[src/rtl/fetch_prefetch.sv]
// Fetch stage: in-order requests to a variable-latency imem, with a credit-limited prefetch
// queue feeding decode over a valid/ready handshake. Redirects flush the queue and squash replies.
module fetch_prefetch #(
  parameter int                    DATA_WIDTH      = 32,
  parameter int                    DEPTH           = 4,
  parameter int                    MAX_OUTSTANDING = 2,
  parameter logic [DATA_WIDTH-1:0] RESET_PC        = '0,
  parameter logic [DATA_WIDTH-1:0] NOP_INSTR       = 'h13
) (
  input  logic                  clk,
  input  logic                  reset,
  input  logic                  enable,
  input  logic                  PCSrcE,
  input  logic                  JALRinstrE,
  input  logic [DATA_WIDTH-1:0] ALUResultE,
  input  logic [DATA_WIDTH-1:0] PCtargetE,
  output logic                  imem_req,
  output logic [DATA_WIDTH-1:0] imem_addr,
  input  logic                  imem_ready,
  input  logic                  imem_rvalid,
  input  logic [DATA_WIDTH-1:0] imem_rdata,
  output logic                  validF,
  output logic [DATA_WIDTH-1:0] instrF,
  output logic [DATA_WIDTH-1:0] PCF,
  output logic [DATA_WIDTH-1:0] PCPlus4F
);

  localparam int AW = (DEPTH > 1) ? $clog2(DEPTH) : 1;
  localparam int TW = (MAX_OUTSTANDING > 1) ? $clog2(MAX_OUTSTANDING) : 1;
  localparam int CW = $clog2(DEPTH + MAX_OUTSTANDING + 1);

  logic [DATA_WIDTH-1:0] pc_p0;
  logic [DATA_WIDTH-1:0] tag_mem_p0 [MAX_OUTSTANDING];
  logic [TW-1:0]         tag_wp, tag_rp;
  logic [CW-1:0]         outstanding, drop, count;
  logic [DATA_WIDTH-1:0] q_pc_p1    [DEPTH];
  logic [DATA_WIDTH-1:0] q_instr_p1 [DEPTH];
  logic [AW-1:0]         q_wp, q_rp;

  logic                  redirect, issue, resp, push, pop;
  logic [DATA_WIDTH-1:0] target;

  function automatic logic [TW-1:0] tag_inc(input logic [TW-1:0] p);
    return (p == TW'(MAX_OUTSTANDING - 1)) ? '0 : p + TW'(1);
  endfunction

  assign redirect  = JALRinstrE | PCSrcE;
  assign target    = JALRinstrE ? (ALUResultE & {{(DATA_WIDTH-1){1'b1}}, 1'b0}) : PCtargetE;
  // Credits cover queued entries plus in-flight requests, so a response always has a slot.
  assign imem_req  = !reset && !redirect && (outstanding < CW'(MAX_OUTSTANDING))
                     && ((count + outstanding) < CW'(DEPTH));
  assign imem_addr = pc_p0;
  assign issue     = imem_req && imem_ready;
  // A response with nothing outstanding is a protocol violation and is ignored.
  assign resp      = imem_rvalid && (outstanding != '0);
  assign push      = resp && (drop == '0) && !redirect;
  assign pop       = validF && enable;

  // Stage p0 -> p1: request issue, tag tracking, response capture into the queue
  always_ff @(posedge clk) begin
    if (reset) begin
      pc_p0       <= RESET_PC;
      outstanding <= '0;
      drop        <= '0;
      count       <= '0;
      tag_wp      <= '0;
      tag_rp      <= '0;
      q_wp        <= '0;
      q_rp        <= '0;
    end else begin
      outstanding <= outstanding + CW'(issue) - CW'(resp);
      if (issue) tag_wp <= tag_inc(tag_wp);
      if (resp)  tag_rp <= tag_inc(tag_rp);
      if (redirect) begin
        pc_p0 <= target;
        count <= '0;
        q_wp  <= '0;
        q_rp  <= '0;
        drop  <= outstanding - CW'(resp);
      end else begin
        if (issue) pc_p0 <= pc_p0 + DATA_WIDTH'(4);
        if (resp && (drop != '0)) drop <= drop - CW'(1);
        if (push) q_wp <= q_wp + AW'(1);
        if (pop)  q_rp <= q_rp + AW'(1);
        count <= count + CW'(push) - CW'(pop);
      end
    end
  end

  always_ff @(posedge clk) begin
    if (issue) tag_mem_p0[tag_wp] <= pc_p0;
    if (push) begin
      q_pc_p1[q_wp]    <= tag_mem_p0[tag_rp];
      q_instr_p1[q_wp] <= imem_rdata;
    end
  end

  always_ff @(posedge clk) begin
    if (!reset) assert (!(imem_rvalid && (outstanding == '0)));
  end

  // Stage p1 -> decode: head of the registered queue
  assign validF   = (count != '0);
  assign instrF   = validF ? q_instr_p1[q_rp] : NOP_INSTR;
  assign PCF      = validF ? q_pc_p1[q_rp] : RESET_PC;
  assign PCPlus4F = PCF + DATA_WIDTH'(4);

endmodule
[config.mk]
export PLATFORM = sky130hd
export DESIGN_NAME = fetch_prefetch
export DESIGN_NICKNAME = d
export VERILOG_FILES = /design/src/rtl/fetch_prefetch.sv
export SDC_FILE = /design/constraint.sdc
export NUM_CORES = 1
export LEC_CHECK = 0
export CORE_AREA = 2 2 256 208
export CTS_CLUSTER_SIZE = 40
export DETAILED_ROUTE_END_ITERATION = 10
export DIE_AREA = 0 0 258 210
export PLACE_DENSITY = 0.57
export RECOVER_POWER = 100
export SLEW_MARGIN = 20
export SYNTH_ARGS = -nofsm -noshare
export SYNTH_HDL_FRONTEND = slang
export SYNTH_SLANG_ARGS = --single-unit
[constraint.sdc]
create_clock -name clk -period 12.72 [get_ports clk]
set_clock_uncertainty 0.2 [all_clocks]
set_input_delay 3.816 -clock clk [delete_from_list [all_inputs] [get_ports clk]]
set_output_delay 3.816 -clock clk [all_outputs]
set_load 0.01 [all_outputs]
---- Word-level counts from Yosys, hierarchy flattened ----
Memory sizes are Yosys's and may differ from the RTL's. A register that Yosys moved wholly into a read port is not among the register bits.
Cells that the tools add are included.
word-level totals
  output and inout bits ................... 130
  bits in registers ....................... 47
  memories ................................ 3
  RAM bits ................................ 320
memories
  name        depth  width  rd ports  clocked after memory_dff  wr ports  RTL line  source
  q_instr_p1  4      32     1         1                         1         37        logic [DATA_WIDTH-1:0] q_instr_p1 [DEPTH];
  q_pc_p1     4      32     1         1                         1         36        logic [DATA_WIDTH-1:0] q_pc_p1 [DEPTH];
  tag_mem_p0  2      32     1         1                         1         33        logic [DATA_WIDTH-1:0] tag_mem_p0 [MAX_OUTSTANDING];
operators by class
  order comparisons ....................... 2
  reductions and logical operators ........ 18
  multiplexer cells ....................... 19
  bitwise logic cells ..................... 1
  add/sub/neg operators ................... 13
operator list
  operator                 number
  $mux W32                 5
  $add A32 B3 Y32 const B  2
  $logic_and A1 B1 Y1      9
  $reduce_bool A3 Y1       3
  $sub A3 B1 Y3            3
  $mux W1                  8
  $mux W2                  4
  $add A3 B1 Y3            2
  $mux W3                  2
  $add A2 B1 Y2 const B    2
  $reduce_bool A2 Y1       2
  $add A3 B3 Y3            1
  $logic_not A3 Y1         1
  $lt A3 B2 Y1 const B     1
  $lt A3 B3 Y1 const B     1
  $sub A3 B1 Y3 const B    1
  $add A1 B1 Y1 const B    2
  $logic_not A1 Y1         2
  $reduce_or A2 Y1         1
  $or A1 B1 Y1             1

---- Logic depth before layout (Yosys ltp) ----
Gate-level depths: netlist of the first run.
  depth after elaboration ................. 8
  depth in mapped cells ................... 12

---- Worst setup path before layout of the first run ----
No wires, ideal clock.
  path type ............................... input to output
  start point ............................. in JALRinstrE
  end point ............................... out imem_req
  path slack .............................. 3.915 ns
  data arrival time ....................... 4.789 ns
  required time ........................... 8.704 ns
  path buffers ............................ 2
  stages .................................. 5
  cell sequence ........................... clkbuf_1 > or2_2 > clkbuf_1 > nor2_1 > and3_1
between the ends
  cells in the longest elaborated chain, start to end .. 5
RTL lines
  item                              RTL line  source
  from (decl)                       14        input logic JALRinstrE,
  $or A1 B1 Y1                      47        assign redirect = JALRinstrE | PCSrcE;
  $logic_not A1 Y1                  50        assign imem_req = !reset && !redirect && (outstanding < CW'(MAX_OUTSTANDING))
  $logic_and A1 B1 Y1 (2 in a row)  50
  $logic_and A1 B1 Y1               51        && ((count + outstanding) < CW'(DEPTH));
  to (decl)                         17        output logic imem_req,
Every way passes these cells.

---- Worst setup path after layout of the first run ----
  start point ............................. in reset
  end point ............................... out imem_req
between the ends
  cells in the longest elaborated chain, start to end .. 4
RTL lines
  item                              RTL line  source
  from (decl)                       11        input logic reset,
  $logic_not A1 Y1                  --
  $logic_and A1 B1 Y1 (2 in a row)  50
  $logic_and A1 B1 Y1               51
Every way passes these cells.

==> impl_metrics.toml, run 1 <==
[setup_path]
worstSetupPathDepth = 5
critPathRequiredTime_ns = 8.70
critPathBufInv = 3
critPathTopFamily = "buffers and inverters"
max_stage_delay_ns = 1.58
r2r_cells = 5
cp-end-kind = "output pin"
crit_chain = "dlygate4sd3_1 > clkbuf_1 > nor2_1 > and3_1 > clkdlybuf4s50_1"
critical_path_class = "in2out"
crit_fanout = 44
setup.worst_path.start_class = "input pin"
cpMaxStageDelayCell = "clkbuf_1"
cp.arrival_ns = 7.15

[final_layout]
nNetsFinal = 1360
layout_commonest_cell = "edfxtp_1"
area_growth_pct = 26.6
drive_gt1_share_pct = 10.7
final_cell_mix = "edfxtp_1, dlygate4sd3_1, clkdlybuf4s50_1"
final_cells = 1960

[power]
power.density_nw_per_um2 = 140
power.leakage_nw = 6.72
ir_drop_v = 0.0000851

[clock_tree]
clock_tree.root_cell = "clkbuf_16"
cts_setup_buffers = 0
cts_resized = 0
cts_tree = "built"
cts_hold_buf = 0
clk_latency_ns = 0.55
cts_buffers = 41
cts.sinks = 370
cts_buffer_depth = 3
clk_pin_slew_ns = 0.06
cts.htree.levels = 2

[place]
hpwlAfterDp_um = 25200
port_buffers = 231
placedCellCount = 1889
gp_congestion = 0.800

[global_route]
track_usage_pct = 14.2
antenna_found_initial = 2
grt_pass1_wl_um = 58500
grt_pass1_vias = 9323
grt_max_degree = 63
grt_overflow = 0

[timing]
worstMarginPinSlew_ns = 3.71
maxSlewHeadroom_pct = -147
finalCritPeriodShare_pct = 87.8
fmax_mhz = 89.6
setup_violations = 0
finalSetupTns_ns = 0
hold_violations = 0
slew_viol_final = 520
period_minus_slack_ns = 11.16
rsz0062_at_grt = "no"

[min_path]
holdPathStages = 2
hold_path.class = "reg2reg"

[die]
die_y_um = 210
start_util_pct = 30.7
coreArea_um2 = 51700
ioPinCount = 233
die_w_um = 258
dieArea_um2 = 54200
num_rows = 75

[synthesis]
syn_nets = 1130
ys_types = 66
synth_edf_count = 320
seq_area_frac_synth_pct = 66.8
synth_top_cell_area_share_pct = 60.5
synthTopCellsByArea = "edfxtp_1, mux4_2, dfxtp_1"
synth-seq-cells = 370
synth_top_area_cell = "edfxtp_1"
syn_area_um2 = 15900
synthesis.instances = 1009
syn_area_per_cell_um2 = 15.7
synthFlopType = "edfxtp_1"
async_flop_share_pct = 0
yosysWarnings = 0

[route]
wl_um = 38800
ant_nets = 0
post-route-drc-count = 0
drt-initial-drc-count = 638
wl_per_cell_um = 19.8
first_pass_iters = 6
via_per_inst = 4.79
via_count = 9391

[run]
drv_cap = 11

[status]
violations = "max-capacitance violations, max-slew violations"
outcome = "complete, but fails checks"
## flip-flops by register name (all words and copies together) (netlist names), named ones only
name and flops:
count 3, drop 3, imem_addr 32, outstanding 3, q_instr_p1 128, q_pc_p1 128
q_rp 2, q_wp 2, tag_mem_p0 64, tag_rp 1, tag_wp 1
## final timing paths
kind,start,endpoint,slack [ns]
max,reset,imem_req,1.56
min,tag_rp,flop,0.31
max reg2reg,outstanding[1],q_pc_p1[3][20],7.40
min reg2reg,tag_rp,flop,0.31
## worst register-to-register path, stage by stage (launching register included)
cell	delay [ns]
dfxtp_1	0.41
o31ai_1	0.15
inv_1	0.14
and4_1	0.37
and2_0	0.93
clkbuf_1	2.61
## logic make-up (layout without fill, tap and decap cells)
family          Yosys count  in the layout  share of synthesized area (%)
flops                   370            370                           66.8
mux                     105            105                           12.3
buf+inv                  90            346                           2.72
xor+xnor                 48             48                           2.65
compound gates          116            116                           4.85
other cells               0              2                              0
simple gates            262            262                           9.10
fa+ha+maj                18             18                           1.51
## routing by layer
metal	vias up	part of all wire (%)	track usage, %
li1	4347	-	-
met1	4681	49	21.5
met2	311	43	20.6
met3	50	6.3	2.85
met4	2	2.1	4.31
met5	-	0.028	0
## cells in the mapped netlist (3+ instances only)
| library cell | number |
|---|---|
| nand2b_1 | 4 |
| a22o_1 | 4 |
| xnor2_1 | 30 |
| o31ai_1 | 3 |
| and2_2 | 4 |
| nand3_1 | 27 |
| mux2i_1 | 8 |
| nor4_1 | 3 |
| and3_1 | 8 |
| mux4_1 | 14 |
| nand4_1 | 13 |
| or3_1 | 3 |
| mux2_2 | 32 |
| and2_1 | 61 |
| buf_6 | 6 |
| o21ai_0 | 20 |
| nor2b_1 | 4 |
| o211ai_1 | 7 |
| a211oi_1 | 17 |
| a222oi_1 | 3 |
| ha_1 | 16 |
| xor2_1 | 18 |
| a22oi_1 | 14 |
| clkbuf_1 | 37 |
| buf_1 | 7 |
| nand2_1 | 50 |
| inv_1 | 29 |
| and4_1 | 10 |
| nor2_1 | 43 |
| or2_2 | 4 |
| dfxtp_1 | 50 |
| edfxtp_1 | 320 |
| buf_4 | 3 |
| nor3_1 | 12 |
| a21oi_1 | 31 |
| mux4_2 | 51 |
| buf_2 | 5 |
## where the power goes
group | switching, mW | total (mW) | internal (mW)
logic | 0.151 | 0.270 | 0.119
clock network | 0.467 | 1.13 | 0.661
registers | 0.0270 | 1.41 | 1.38
total | 0.645 | 2.80 | 2.16
## final cells by class
cell class | count | area (um2)
antenna | 2 | 5.00
fill | 4786 | 31600
tap | 693 | 867
clock buffer | 48 | 1070
clock inverter | 21 | 189
multi-input combinational | 549 | 4830
timing repair buffer | 248 | 2400
inverter | 29 | 109
sequential | 370 | 10600
## metrics by stage
stage / cell area [um2] / setup WS, ns / hold WS, ns / utilization, % / power (mW)
6_report: 20100 / 1.56 / 0.312 / 38.9 / 2.80
5_1_grt: 20100 / 1.36 / 0.350 / 38.8 / 2.93
4_1_cts: 20100 / 2.66 / 0.312 / 39.0 / 2.86
3_5_place_dp: 18900 / 2.67 / 0.288 / 36.5 / 1.72
3_3_place_gp: 18900 / 2.70 / 0.286 / 36.5 / 1.71
2_1_floorplan: 15900 / 3.91 / 0.272 / - / 1.59
Power figures use the tool's default switching activity.
==> inputs of run 2 (changes only) <==
- HOLD_SLACK_MARGIN: default -> 0.06
==> results of run 2 <==
The final DEF is identical to that of run 1; final timing and power are the same.
